`src/rtl/mem_wb_stage.sv`:
```
// rtl/mem_wb_stage.sv - ARM MEM/WB stage: req/ack data-memory access, pipeline freeze, MEM/WB register
// Optional forwarding outputs enabled by defining MEMWB_FWD_EN.
module mem_wb_stage #(
    parameter int          ADDR_W   = 16,
    parameter logic [31:0] MEM_BASE = 32'd1024
) (
    input  logic              clk,
    input  logic              rst,
    input  logic              WB_EN_in,
    input  logic              MEM_R_EN,
    input  logic              MEM_W_EN,
    input  logic [31:0]       ALU_Res,
    input  logic [31:0]       Val_Rm,
    input  logic [3:0]        Dest_in,
    output logic              mem_req,
    output logic              mem_we,
    output logic [ADDR_W-1:0] mem_addr,
    output logic [31:0]       mem_wdata,
    input  logic [31:0]       mem_rdata,
    input  logic              mem_ack,
    output logic              freeze,
    output logic              writeBackEn,
    output logic [3:0]        Dest_wb,
    output logic [31:0]       Result_WB
`ifdef MEMWB_FWD_EN
    ,
    output logic              fwd_en_mem,
    output logic [3:0]        fwd_dest_mem,
    output logic [31:0]       fwd_val_mem
`endif
);

    typedef enum logic [1:0] {
        IDLE   = 2'd0,
        ACCESS = 2'd1,
        DONE   = 2'd2
    } state_t;

    state_t      state;
    logic [31:0] load_data;
    logic        mem_op;
    logic        is_load;

    assign mem_op  = MEM_R_EN | MEM_W_EN;
    // A combined read+write request behaves as a store.
    assign is_load = MEM_R_EN & ~MEM_W_EN;
    assign freeze  = ((state == IDLE) & mem_op) | (state == ACCESS);

    always_ff @(posedge clk or posedge rst) begin
        if (rst) begin
            state     <= IDLE;
            mem_req   <= 1'b0;
            mem_we    <= 1'b0;
            mem_addr  <= '0;
            mem_wdata <= '0;
            load_data <= '0;
        end else begin
            case (state)
                IDLE: begin
                    if (mem_op) begin
                        state     <= ACCESS;
                        mem_req   <= 1'b1;
                        mem_we    <= MEM_W_EN;
                        mem_addr  <= ADDR_W'((ALU_Res - MEM_BASE) >> 2);
                        mem_wdata <= Val_Rm;
                    end
                end
                ACCESS: begin
                    if (mem_ack) begin
                        state     <= DONE;
                        mem_req   <= 1'b0;
                        load_data <= mem_rdata;
                    end
                end
                // EX/MEM is still showing the finished op here; never relaunch it.
                DONE: state <= IDLE;
                default: begin
                    state   <= IDLE;
                    mem_req <= 1'b0;
                end
            endcase
        end
    end

    always_ff @(posedge clk or posedge rst) begin
        if (rst) begin
            writeBackEn <= 1'b0;
            Dest_wb     <= 4'd0;
            Result_WB   <= 32'd0;
        end else if (freeze) begin
            writeBackEn <= 1'b0;
        end else begin
            writeBackEn <= WB_EN_in;
            Dest_wb     <= Dest_in;
            Result_WB   <= is_load ? load_data : ALU_Res;
        end
    end

`ifdef MEMWB_FWD_EN
    assign fwd_en_mem   = WB_EN_in & ~MEM_R_EN & ~freeze;
    assign fwd_dest_mem = Dest_in;
    assign fwd_val_mem  = ALU_Res;
`endif

endmodule

```
`config.mk`:
```
export PLATFORM = sky130hd
export DESIGN_NAME = mem_wb_stage
export DESIGN_NICKNAME = d
export VERILOG_FILES = /design/src/rtl/mem_wb_stage.sv
export SDC_FILE = /design/constraint.sdc
export NUM_CORES = 1
export LEC_CHECK = 0
export ABC_AREA = 0
export BUFFER_PORTS_ARGS = -buffer_cell sky130_fd_sc_hd__buf_2
export CORE_ASPECT_RATIO = 2
export CORE_MARGIN = 3
export CORE_UTILIZATION = 30
export CTS_CLUSTER_SIZE = 40
export DETAILED_ROUTE_END_ITERATION = 12
export GPL_TIMING_DRIVEN = 0
export PLACE_DENSITY_LB_ADDON = 0.15
export SYNTH_ARGS = -nofsm -noshare
export SYNTH_HDL_FRONTEND = slang
export SYNTH_SLANG_ARGS = --single-unit
export TNS_END_PERCENT = 1
```
`constraint.sdc`:
```
create_clock -name clk -period 7.2 [get_ports clk]
set_input_delay 1.44 -clock clk [delete_from_list [all_inputs] [get_ports clk]]
set_output_delay 1.44 -clock clk [all_outputs]
set_load 0.01 [all_outputs]
```
==> reports/metrics.cfg, run 1 <==
[finish]
layout_cells_sized_above_1_pct=69.09
area_delta_synth_final_pct=37.00
fillers=1570
finish.instance_area_um2=6889
finish.net_count=645
insertedDiodeCount=0
multiInputGateArea_um2=1867
final-seq-area_um2=3028

[sta]
timing.final.crit_share_pct=58.27
smallest_setup_slack_after_layout_ns=3.005
slew_viol_final=0
min_period_ns=4.195
clock_skew_ns=0.009321
report.final.setup_viol=0
setup_total_negative_slack_ns=0
finalHoldViolations=0
grt_setup_unrepaired=false
worstMarginPinSlew_ns=0.5505
max_clk_rate_mhz=238.4
timing.max_slew.rel_slack_pct=63.30

[global_routing]
global_route.overflow_total=0
largest_net_degree_at_the_start_of_global_routing=65
globalRouteTotalUtil_pct=14.14
grt_first_pass_wirelength_mm=20.11
grt_pass1_vias=3771
antenna_found_initial=0

[synthesis]
netlist_area_um2=5029
post-synth-top-area-cell=dfrtp_1
yosysWarnings=0
net_count_after_synthesis=432
yosys.area.top_type_share_pct=60.21
ys.flop_type=dfrtp_1
ys_ff_latch=121
synth_cell_types=33
netlist_top_cells_area=dfrtp_1, mux2_2, mux2_1
synth_sequential_area_ratio_pct=60.21
syn-instance-count=325
netlist_top_cells_count=mux2_2, dfrtp_1, buf_2, a21oi_1, inv_1
synth_edf_count=0
syn-mean-instance-area_um2=15.47
synth_most_common_cell=mux2_2
asyncSetResetFlopFracSynth_pct=100.0

[routing]
detail_route.first_pass.iterations=4
routed-wl-met3_um=755
detailedRoute.firstIterationViolations=36
viasPerCell=4.534
detailroute.wirelength.met2_mm=7.247
route.top_layer_used=met4
routed_wire_length_per_instance_um=16.97
final_antenna_net_count=0
wl_met1_mm=4.551
routed_wirelength_mm=12.80
drcViolationCount=0
detailroute.via_count=3419

[clocking]
cts_inserted_buffers=17
hold_buffers=0
cts.root.buffer_cell=clkbuf_16
worst_skew_pair_later_pin_latency_ns=0.41
clock_tree_from_tritoncts=yes
cts_resized=0
cts.path.max_buffers=2
htree_num_levels=4
cts.sink_count=121
cts_setup_buffers=0
clk_pin_slew_worst_setup_hold_paths_ns=0.06

[critical_path]
rrSetupSlack_ns=5.33
crit_path_top_cell_by_count=buf_2
crit_start_category=primary input
setup.worst_path.class=in -> out
timing.reg2reg.worst_path_depth=5
worstPathRequired_ns=5.76
critPathMaxStageDelay_ns=0.24
end_kind=output port
timing.critical_path.cells=buf_2 -> or2_0 -> clkbuf_2 -> o21bai_1 -> buf_4 -> buf_6 -> inv_1 -> buf_2
timing.critical_path.arrival_ns=2.76
reg2reg_from=state[0]
largest_driver_fanout_on_the_critical_path=10
worst_path_max_delay_cell=buf_4
timing.rr.end=mem_wdata[2]

[floorplanning]
design.portCount=194
initial_utilization_pct=30.75
die_y_um=189.1
fp.coreArea_um2=16350
chipWidth_um=97.55
rows=66
floorplan.die_area_um2=18450

[placed_design]
port-buffer-count=193
dp_hpwl_mm=9.818
finalWeightedCongestion=0.7365
placement.setup.worst_slack_ns=2.966
dpl-instance-area_um2=6282

[hold_path]
hp-start=mem_req
worst_hold_path_type=reg -> reg
min_delay_path_depth=1
timing.hold.worst_endpoint=mem_req

[status]
run_status=completed

[power_and_ir_drop]
total_leakage_power_nw=3.237
power_mw=3.163
power_density_nw_per_um2=459.2
peakVddDrop_mv=0.1717

[flow_run]
drv.max_cap_violation_count=0

layer usage:
layer / GRT usage [%] / vias up
li1: - / 1575
met1: 14.02 / 1710
met2: 26.86 / 122
met3: 4.351 / 12
met4: 5.653 / 0
met5: 0 / -
logic make-up (layout without fill, tap and decap cells):
logic type | after synthesis | count (layout) | synth area share (%)
buffers and inverters | 23 | 248 | 2.662
DFF | 121 | 121 | 60.21
xor gates and xnor gates | 2 | 2 | 0.3484
adders and majority gates | 1 | 1 | 0.2488
AOI/OAI and AO/OA | 17 | 17 | 2.015
muxes | 144 | 144 | 32.22
and+or+nand+nor | 17 | 17 | 2.290
through the flow:
step / instances / util [%] / hold WS (ns)
6_report: 754 / 42.13 / 0.4870
5_1_grt: 754 / 42.13 / 0.4943
4_1_cts: 754 / 42.13 / 0.4899
3_5_place_dp: 723 / 38.42 / 0.4764
3_3_place_gp: 722 / 38.22 / 0.4815
2_1_floorplan: 325 / - / 0.4719
worst max-delay path: cells and delay by family:
family,cells,cell delay [ns]
buf+inv,6,0.89
compound gates,1,0.19
simple gates,1,0.23
final cells by class:
| cell class | instances | share of cell area, % |
|---|---|---|
| plain buffers | 17 | 1.616 |
| clock buffers | 24 | 7.138 |
| clock inverters | 7 | 1.671 |
| inverters | 6 | 0.3996 |
| multi-input cells | 181 | 27.10 |
| flip-flops and latches | 121 | 43.95 |
| well taps | 204 | 3.705 |
| repair buffers | 194 | 14.42 |
state kept, by name (all words and copies together) (netlist names):
name	count
mem_req	1
Dest_wb	4
mem_we	1
mem_addr	16
state	2
load_data	32
writeBackEn	1
Result_WB	32
mem_wdata	32
cells in the final DEF, fill, tap and decap left out, types with 2 or more instances in the layout:
master and count:
dfrtp_1 121, xnor2_1 2, a31oi_1 4, clkbuf_16 17, o21ai_0 3, a21oi_1 6, mux2_1 5, bufinv_16 3
buf_6 4, inv_1 5, nor2_1 2, nand2b_1 3, clkinv_2 2, mux2_2 138, clkbuf_8 4, clkinvlp_4 2
buf_2 203, clkbuf_1 4
power breakdown:
part | leakage [nW] | internal [mW] | switching, mW
logic | 1.53 | 0.598 | 0.499
clock network | 0.292 | 0.578 | 0.292
registers | 1.42 | 1.03 | 0.166
total | 3.24 | 2.21 | 0.958
how the worst max path moves through the flow:
stage	cells after the start	slack [ns]	startpoint	to
5_1_grt	8	2.90	MEM_W_EN	freeze
4_1_cts	8	2.95	MEM_W_EN	freeze
6_report	8	3.00	MEM_W_EN	freeze
2_1_floorplan	1	2.55	rst	Dest_wb[0]
3_3_place_gp	2	1.10	rst	load_data[23]
3_5_place_dp	8	2.97	MEM_W_EN	freeze
(Power assumes the default switching activity.)
==> inputs of run 2 (changes only) <==
Settings changed: ABC_AREA 0 to 1.
Clock period 7.2 ns to 3.71 ns, I/O delays scaled along.
==> run 2 against run 1 <==
  * Utilization down 0.18 points
  * Power up 97%
  * Sequential cell count unchanged
  * Highest routed layer unchanged
  * Largest power group is now combinational cells
==> reports/metrics.cfg, run 2 <==
[routing]
detailroute.via_count=4511
viasPerCell=4.280
routed_wirelength_mm=15.55
detail_route.first_pass.iterations=4
drcViolationCount=0
routed_wire_length_per_instance_um=14.75
final_antenna_net_count=0
detailedRoute.firstIterationViolations=154

[clocking]
htree_num_levels=4
cts.path.max_buffers=2
cts.sink_count=121
clk_pin_slew_worst_setup_hold_paths_ns=0.05
clock_tree_from_tritoncts=yes
cts_setup_buffers=0
cts_resized=0
cts_inserted_buffers=17
cts.root.buffer_cell=clkbuf_16
worst_skew_pair_later_pin_latency_ns=0.41
hold_buffers=0

[synthesis]
syn-instance-count=620
yosys.area.top_type_share_pct=58.78
netlist_top_cells_count=nand2_1, dfrtp_1, o21ai_0, inv_1, o21ai_1
synth_cell_types=20
synth_sequential_area_ratio_pct=58.78
synth_most_common_cell=nand2_1
ys_ff_latch=121
asyncSetResetFlopFracSynth_pct=100.0
yosysWarnings=0
post-synth-top-area-cell=dfrtp_1
net_count_after_synthesis=727
syn-mean-instance-area_um2=8.308
netlist_area_um2=5151
ys.flop_type=dfrtp_1
netlist_top_cells_area=dfrtp_1, nand2_1, o21ai_0
synth_edf_count=0

[critical_path]
crit_path_launch=MEM_W_EN
crit_start_category=primary input
end_kind=output port
timing.critical_path.arrival_ns=1.64
reg2reg_from=state[0]
worstPathRequired_ns=2.97
setup.worst_path.class=in -> out
largest_driver_fanout_on_the_critical_path=10

[finish]
top_regs=Result_WB (32), load_data (32), mem_wdata (32)
insertedDiodeCount=0
layout.cells.most_common=nand2_1
final_cell_mix=nand2_1, buf_2, dfrtp_1
finish.net_count=941
layout_cells_sized_above_1_pct=31.17
fillers=1789
finalCoreUtilization_pct=41.96
area_delta_synth_final_pct=36.56

[flow_run]
drv.max_cap_violation_count=0

[floorplanning]
rows=67
initial_utilization_pct=30.72
design.portCount=194
fp.coreArea_um2=16770
chipWidth_um=98.66
die_y_um=191.3
floorplan.die_area_um2=18870

[global_routing]
globalRouteTotalUtil_pct=17.05
global_route.overflow_total=0
grt_pass1_vias=4769
antenna_found_initial=0
grt_first_pass_wirelength_mm=24.83
largest_net_degree_at_the_start_of_global_routing=40

[power_and_ir_drop]
peakVddDrop_mv=0.5406
total_leakage_power_nw=4.008
power_density_nw_per_um2=885.6
power_mw=6.230

[sta]
max_clk_rate_mhz=419.1
min_period_ns=2.386
smallest_setup_slack_after_layout_ns=1.324
clock_skew_ns=0.01120
timing.final.crit_share_pct=64.31
setup_total_negative_slack_ns=0
slew_viol_final=0
grt_setup_unrepaired=false
report.final.setup_viol=0
timing.max_slew.rel_slack_pct=57.10
worstMarginPinSlew_ns=0.6422
finalHoldViolations=0

[placed_design]
placement.setup.worst_slack_ns=1.294
finalWeightedCongestion=0.7893
dp_hpwl_mm=12.17
port-buffer-count=192

[status]
run_status=completed

[hold_path]
worst_hold_path_type=in -> async

## run 2: cell count changes in the layout (fill, tap and decap cells not counted), sizes merged, moves of 3 or more
cell	before	now
nand2	1	336
mux2	143	0
o21ai	3	59
inv	6	44
buf	209	223
nand3	0	14
nor2	2	10
a21oi	6	2
a31oi	4	0
nand2b	3	0
## run 2: worst max-delay path, stage by stage
cell	delay, ns
buf_2	0.10
inv_2	0.17
nand2_1	0.09
nand3_2	0.10
nand2_2	0.08
buf_2	0.20
buf_2	0.16
## run 2: logic make-up (layout without fill, tap and decap cells)
family | Yosys count | count (layout) | synth area share [%]
AOI/OAI and AO/OA | 61 | 61 | 5.927
adders and majority gates | 1 | 1 | 0.2429
DFF | 121 | 121 | 58.78
and+or+nand+nor | 361 | 361 | 26.99
xor gates and xnor gates | 1 | 1 | 0.1701
buffers and inverters | 75 | 302 | 7.894
## run 2: power breakdown
| group | switching (mW) | total (mW) | internal (mW) |
|---|---|---|---|
| sequential | 0.287 | 2.25 | 1.96 |
| clock | 0.565 | 1.67 | 1.11 |
| combinational | 1.42 | 2.31 | 0.895 |
## run 2: cell type report
type	count	area, µm²	area share (%)
flip-flops and latches	121	3028	43.05
repair buffers	195	1021	14.51
inverters	45	177.7	2.526
clock buffers	24	481.7	6.848
multi-input cells	424	1717	24.40
clock inverters	8	117.6	1.672
plain buffers	30	232.7	3.308
well taps	207	259.0	3.682
## run 2: worst paths after layout
path                                 to  slack, ns  cells after the start
max                              freeze       1.32                      7
min                         mem_addr[8]       0.42                      2
max reg2reg                load_data[6]       2.40                      8
min reg2reg                mem_wdata[1]       0.47                      2
max in group asynchronous  Result_WB[5]       2.43                      4
min in group clk           mem_wdata[1]       0.47                      2
## run 2: through the flow
| step | instances | instance area [µm²] | hold slack, ns |
|---|---|---|---|
| final | 1054 | 7034 | 0.4205 |
| after global routing | 1054 | 7034 | 0.4437 |
| after CTS | 1054 | 7034 | 0.4242 |
| after detailed placement | 1022 | 6435 | 0.4597 |
| after global placement | 1019 | 6375 | 0.4548 |
| after floorplan | 620 | 5155 | 0.4414 |
## run 2: metal layers
layer / GRT usage, % / routed length, µm / vias up
met5: 0 / 0 / -
met4: 5.944 / 184 / 0
met2: 32.89 / 8767 / 119
li1: - / - / 2307
met3: 4.164 / 741 / 10
met1: 17.49 / 5851 / 2075
